===== config.mk =====
export PLATFORM = sky130hd
export DESIGN_NAME = vend_dispense_ctrl
export DESIGN_NICKNAME = d
export VERILOG_FILES = /design/src/rtl/vend_dispense_ctrl.sv
export SDC_FILE = /design/constraint.sdc
export NUM_CORES = 1
export LEC_CHECK = 0
export CORE_MARGIN = 2
export CORE_UTILIZATION = 25
export CTS_BUF_LIST = sky130_fd_sc_hd__clkbuf_4
export DETAILED_ROUTE_END_ITERATION = 8
export PLACE_DENSITY_LB_ADDON = 0.12
export SYNTH_ARGS = -nofsm -noshare
export SYNTH_HDL_FRONTEND = slang
export SYNTH_SLANG_ARGS = --single-unit

===== constraint.sdc =====
create_clock -name clk -period 2.2 [get_ports clk]
set_input_delay 0.33 -clock clk [delete_from_list [all_inputs] [get_ports clk]]
set_output_delay 0.33 -clock clk [all_outputs]
set_load 0.02 [all_outputs]

===== src/rtl/vend_dispense_ctrl.sv =====
// Dispense sequencer: checks stock for a completed sale, runs the product motor,
// pulses the coin ejector once per change unit, and owns the per-product stock counters.
module vend_dispense_ctrl #(
    parameter int MOTOR_CYCLES = 4,
    parameter int COIN_ON      = 2,
    parameter int COIN_OFF     = 2,
    parameter int STOCK_W      = 4,
    parameter int INIT_STOCK   = 5
) (
    input  logic               clk,
    input  logic               rst,
    input  logic               req,
    input  logic [1:0]         req_product,
    input  logic [2:0]         req_change,
    output logic               busy,
    output logic [3:0]         motor,
    output logic               coin_eject,
    output logic               ack,
    output logic               sold_out,
    input  logic               stock_load,
    input  logic [1:0]         load_product,
    input  logic [STOCK_W-1:0] load_count,
    output logic [3:0]         stock_empty
);

    typedef enum logic [2:0] {IDLE, MOTOR, COIN_H, COIN_L, DONE} state_t;

    localparam logic [15:0] MOTOR_LAST = 16'(MOTOR_CYCLES - 1);
    localparam logic [15:0] ON_LAST    = 16'(COIN_ON - 1);
    localparam logic [15:0] OFF_LAST   = 16'(COIN_OFF - 1);

    state_t             state_reg;
    logic [15:0]        cnt_reg;
    logic [1:0]         prod_reg;
    logic [2:0]         coins_reg;
    logic               sold_reg;
    logic               busy_reg;
    logic [3:0]         motor_reg;
    logic               coin_reg;
    logic               ack_reg;
    logic               sold_out_reg;
    logic [4*STOCK_W-1:0] stock_vec;
    logic [STOCK_W-1:0] req_stock;
    logic               dec_en;

    assign req_stock = stock_vec[req_product*STOCK_W +: STOCK_W];
    assign dec_en    = (state_reg == MOTOR) && (cnt_reg == 16'd0);

    // Load beats a same-edge decrement; decrement is guarded so it can never wrap.
    generate
        for (genvar gi = 0; gi < 4; gi++) begin : g_stock
            logic [STOCK_W-1:0] stock_reg;
            always_ff @(posedge clk) begin
                if (rst)
                    stock_reg <= STOCK_W'(INIT_STOCK);
                else if (stock_load && load_product == 2'(gi))
                    stock_reg <= load_count;
                else if (dec_en && prod_reg == 2'(gi) && stock_reg != '0)
                    stock_reg <= stock_reg - STOCK_W'(1);
            end
            assign stock_vec[gi*STOCK_W +: STOCK_W] = stock_reg;
            assign stock_empty[gi] = (stock_reg == '0);
        end
    endgenerate

    always_ff @(posedge clk) begin
        if (rst) begin
            state_reg    <= IDLE;
            cnt_reg      <= '0;
            prod_reg     <= '0;
            coins_reg    <= '0;
            sold_reg     <= 1'b0;
            busy_reg     <= 1'b0;
            motor_reg    <= '0;
            coin_reg     <= 1'b0;
            ack_reg      <= 1'b0;
            sold_out_reg <= 1'b0;
        end else begin
            ack_reg      <= 1'b0;
            sold_out_reg <= 1'b0;
            case (state_reg)
                IDLE: begin
                    if (req) begin
                        prod_reg  <= req_product;
                        coins_reg <= req_change;
                        busy_reg  <= 1'b1;
                        if (req_stock != '0) begin
                            state_reg <= MOTOR;
                            motor_reg <= 4'b0001 << req_product;
                            cnt_reg   <= MOTOR_LAST;
                            sold_reg  <= 1'b0;
                        end else begin
                            sold_reg <= 1'b1;
                            if (req_change != 3'd0) begin
                                state_reg <= COIN_H;
                                coin_reg  <= 1'b1;
                                cnt_reg   <= ON_LAST;
                            end else begin
                                state_reg    <= DONE;
                                ack_reg      <= 1'b1;
                                sold_out_reg <= 1'b1;
                            end
                        end
                    end
                end
                MOTOR: begin
                    if (cnt_reg == 16'd0) begin
                        motor_reg <= '0;
                        if (coins_reg != 3'd0) begin
                            state_reg <= COIN_H;
                            coin_reg  <= 1'b1;
                            cnt_reg   <= ON_LAST;
                        end else begin
                            state_reg    <= DONE;
                            ack_reg      <= 1'b1;
                            sold_out_reg <= sold_reg;
                        end
                    end else begin
                        cnt_reg <= cnt_reg - 16'd1;
                    end
                end
                COIN_H: begin
                    if (cnt_reg == 16'd0) begin
                        state_reg <= COIN_L;
                        coin_reg  <= 1'b0;
                        coins_reg <= coins_reg - 3'd1;
                        cnt_reg   <= OFF_LAST;
                    end else begin
                        cnt_reg <= cnt_reg - 16'd1;
                    end
                end
                COIN_L: begin
                    if (cnt_reg == 16'd0) begin
                        if (coins_reg != 3'd0) begin
                            state_reg <= COIN_H;
                            coin_reg  <= 1'b1;
                            cnt_reg   <= ON_LAST;
                        end else begin
                            state_reg    <= DONE;
                            ack_reg      <= 1'b1;
                            sold_out_reg <= sold_reg;
                        end
                    end else begin
                        cnt_reg <= cnt_reg - 16'd1;
                    end
                end
                DONE: begin
                    state_reg <= IDLE;
                    busy_reg  <= 1'b0;
                end
                default: state_reg <= IDLE;
            endcase
        end
    end

    assign busy       = busy_reg;
    assign motor      = motor_reg;
    assign coin_eject = coin_reg;
    assign ack        = ack_reg;
    assign sold_out   = sold_out_reg;

endmodule


==> results.json <==
{
  "status": "complete, no violations",
  "critical_path.top_delay_family": "simple AND/OR/NAND/NOR gates",
  "cts-buffers-inserted": 5,
  "htree_levels": 2,
  "finClkSkew_ns": 0.0254,
  "grt_max_degree": 41,
  "port_buffers": 26,
  "crit_path_start_kind": "flip-flop",
  "grt-ovfl-total": 0,
  "synth_area_um2": 3040,
  "cts_tree": "yes",
  "setup_violations": 0,
  "path_cells": "or3_1 > or4b_2 > a311oi_1 > o21a_1 > o221a_2",
  "postLayoutCellArea_um2": 4020,
  "hold_path_class": "flip-flop to flip-flop",
  "synth_top_area_share_pct": 32.3,
  "final_cells": 592,
  "maxCapViolCount": 0,
  "core_um2": 11900,
  "gp_congestion": 0.835,
  "drive_gt1_share_pct": 25.6,
  "cts_hold_buf": 0,
  "clkSinkCount": 49,
  "power.leakage_nw": 1.54,
  "drt_wl_total_mm": 9.58,
  "multi_input_area_um2": 1980,
  "syn_inst": 369,
  "slowest_stage": "or4b_2",
  "ctsLongestPathBuffers": 2,
  "max_freq_mhz": 475,
  "antenna_left": 0,
  "cp_max_fo": 4,
  "worstPathRequired_ns": 2.55,
  "cp_slowest_stage_delay_ns": 0.70,
  "die-area_um2": 13000,
  "io_pins": 27,
  "relSlewSlack_pct": 69.0,
  "synth_edf_count": 0,
  "grt_antenna_before_repair": 0,
  "power.density_nw_per_um2": 1500,
  "yosysWarnings": 0,
  "clock_latency_ns": 0.39,
  "nFillCells": 1277,
  "postLayoutCoreUtil_pct": 33.7,
  "syn_avg_cell_area_um2": 8.23,
  "diodes": 0,
  "ys_ff_latch": 49,
  "hpwl_mm": 6.97,
  "period_needed_ns": 2.11,
  "worst_setup_path_end_kind": "flip-flop",
  "synthArstFlopShare_pct": 0,
  "viasPerCell": 5.24,
  "path_clk_slew_ns": 0.16,
  "grtUsageTotal_pct": 15.1,
  "synth_seq_area_share_pct": 32.3,
  "drt_iter0_markers": 199,
  "wl_per_cell_um": 16.2,
  "power.total_mw": 6.01,
  "worst_slew_pin_slew_ns": 0.460,
  "vias": 3102,
  "initial_core_util_pct": 25.5,
  "placed_area_um2": 3820,
  "synth_cell_type_count": 68,
  "dp_cells": 577,
  "rsz0062_at_grt": "yes",
  "synth_fp_nets": 391,
  "grt_first_pass_wirelength_mm": 15.7,
  "ys.flop_type": "dfxtp_1",
  "drtPass1Iterations": 4,
  "cp_data_arrival_time_ns": 2.45,
  "yosys-top-cells-count": "dfxtp_1 (49), a21oi_1 (29), nor2_1 (23)",
  "synthToLayoutAreaGrowth_pct": 32.3,
  "drc_errors": 0,
  "post-route-period-util_pct": 95.7,
  "peakVddDrop_v": 0.000742,
  "slew_violations": 0,
  "die-width_um": 114,
  "yosys.area.top_type": "dfxtp_1",
  "root_buffer": "clkbuf_4",
  "worstSetupPathType": "flip-flop to flip-flop",
  "synth.most_common_cell": "dfxtp_1",
  "seqCellArea_um2": 985,
  "path_buf_inv": 0,
  "die_h_um": 114,
  "finalHoldViolCount": 0,
  "whs_ns": 0.479,
  "synth_area_leaders": "dfxtp_1 (32%), a21oi_1 (4.8%), nor3_1 (3.5%)",
  "final_nets": 466,
  "grt_pass1_vias": 3004,
  "rows": 40
}
## metal layers
layer  vias up  routed length (um)  track usage [%]  share of wire [%]
met5         -                   0                0                  0
met4         0                  46             3.01               0.48
met3         6                 193             2.54                2.0
met2        32                4390             24.2                 46
met1      1487                4950             21.4                 52
li1       1577                   -                -                  -
## cell type report
| class | count | area share [%] |
|---|---|---|
| Sequential cell | 49 | 24.5 |
| Inverter | 16 | 1.50 |
| Clock inverter | 3 | 0.436 |
| Timing Repair Buffer | 89 | 18.6 |
| Tap cell | 147 | 4.58 |
| Clock buffer | 5 | 0.935 |
| Multi-Input combinational cell | 283 | 49.4 |
## worst reg2reg max path, cell delays in order (launching register included)
cell and delay [ns]:
dfxtp_1 0.36, or3_1 0.41, or4b_2 0.70, a311oi_1 0.29, o21a_1 0.14, o221a_2 0.18
## stage by stage
step / TNS (ns) / worst slack, ns
after floorplan: 0 / 0.0770
after global placement: -0.690 / -0.203
after detailed placement: -0.876 / -0.214
after CTS: 0 / 0.0207
after global routing: -0.0307 / -0.0183
final: 0 / 0.0946
## report_power, final
part	total [mW]	internal, mW	leakage, nW	switching (mW)
Sequential	1.30	1.11	0.401	0.188
Clock	0.460	0.122	0.0326	0.337
Combinational	4.25	1.87	1.11	2.37
## final timing paths
| path | depth (start not counted) | from | to | slack (ns) |
|---|---|---|---|---|
| min reg2reg | 2 | motor[1] | motor[1] | 0.48 |
| max reg2reg | 5 | g_stock[2].stock_reg[0] | coin_eject | 0.09 |
| min | 2 | motor[1] | motor[1] | 0.48 |
| max | 5 | g_stock[2].stock_reg[0] | coin_eject | 0.09 |
## logic make-up after synthesis
kind of cell             Yosys count  share of synthesized area (%)
AO/OA/AOI/OAI                    100                           22.5
multiplexers                       6                           2.06
adder cells (fa/ha/maj)            7                           2.89
buffers and inverters             37                           5.03
XOR/XNOR                           4                           1.15
AND/OR/NAND/NOR                  166                           34.1
flip-flops                        49                           32.3
## what timing repair did
item / CTS / global route
pin swaps: 1 / 4
buffers inserted: 1 / 6
gates resized for setup: 6 / 18
endpoints found under the setup margin: 5 / 28
## layout by cell type (no fill, tap or decap), drive strengths merged, types with 6 or more instances in the layout
cell type      instances
clkdlybuf4s50         22
o31ai                  6
ha                     7
nand4                  8
nor2                  25
nor3b                 11
or4                   10
nor3                  22
nor4                   9
or3                    6
buf                   63
o21ai                 18
dfxtp                 49
inv                   16
or2                    6
a21oi                 29
nand3                 17
or3b                   6
a311oi                 8
nand2                 22
Note: power is estimated with default switching activity, not from simulation.
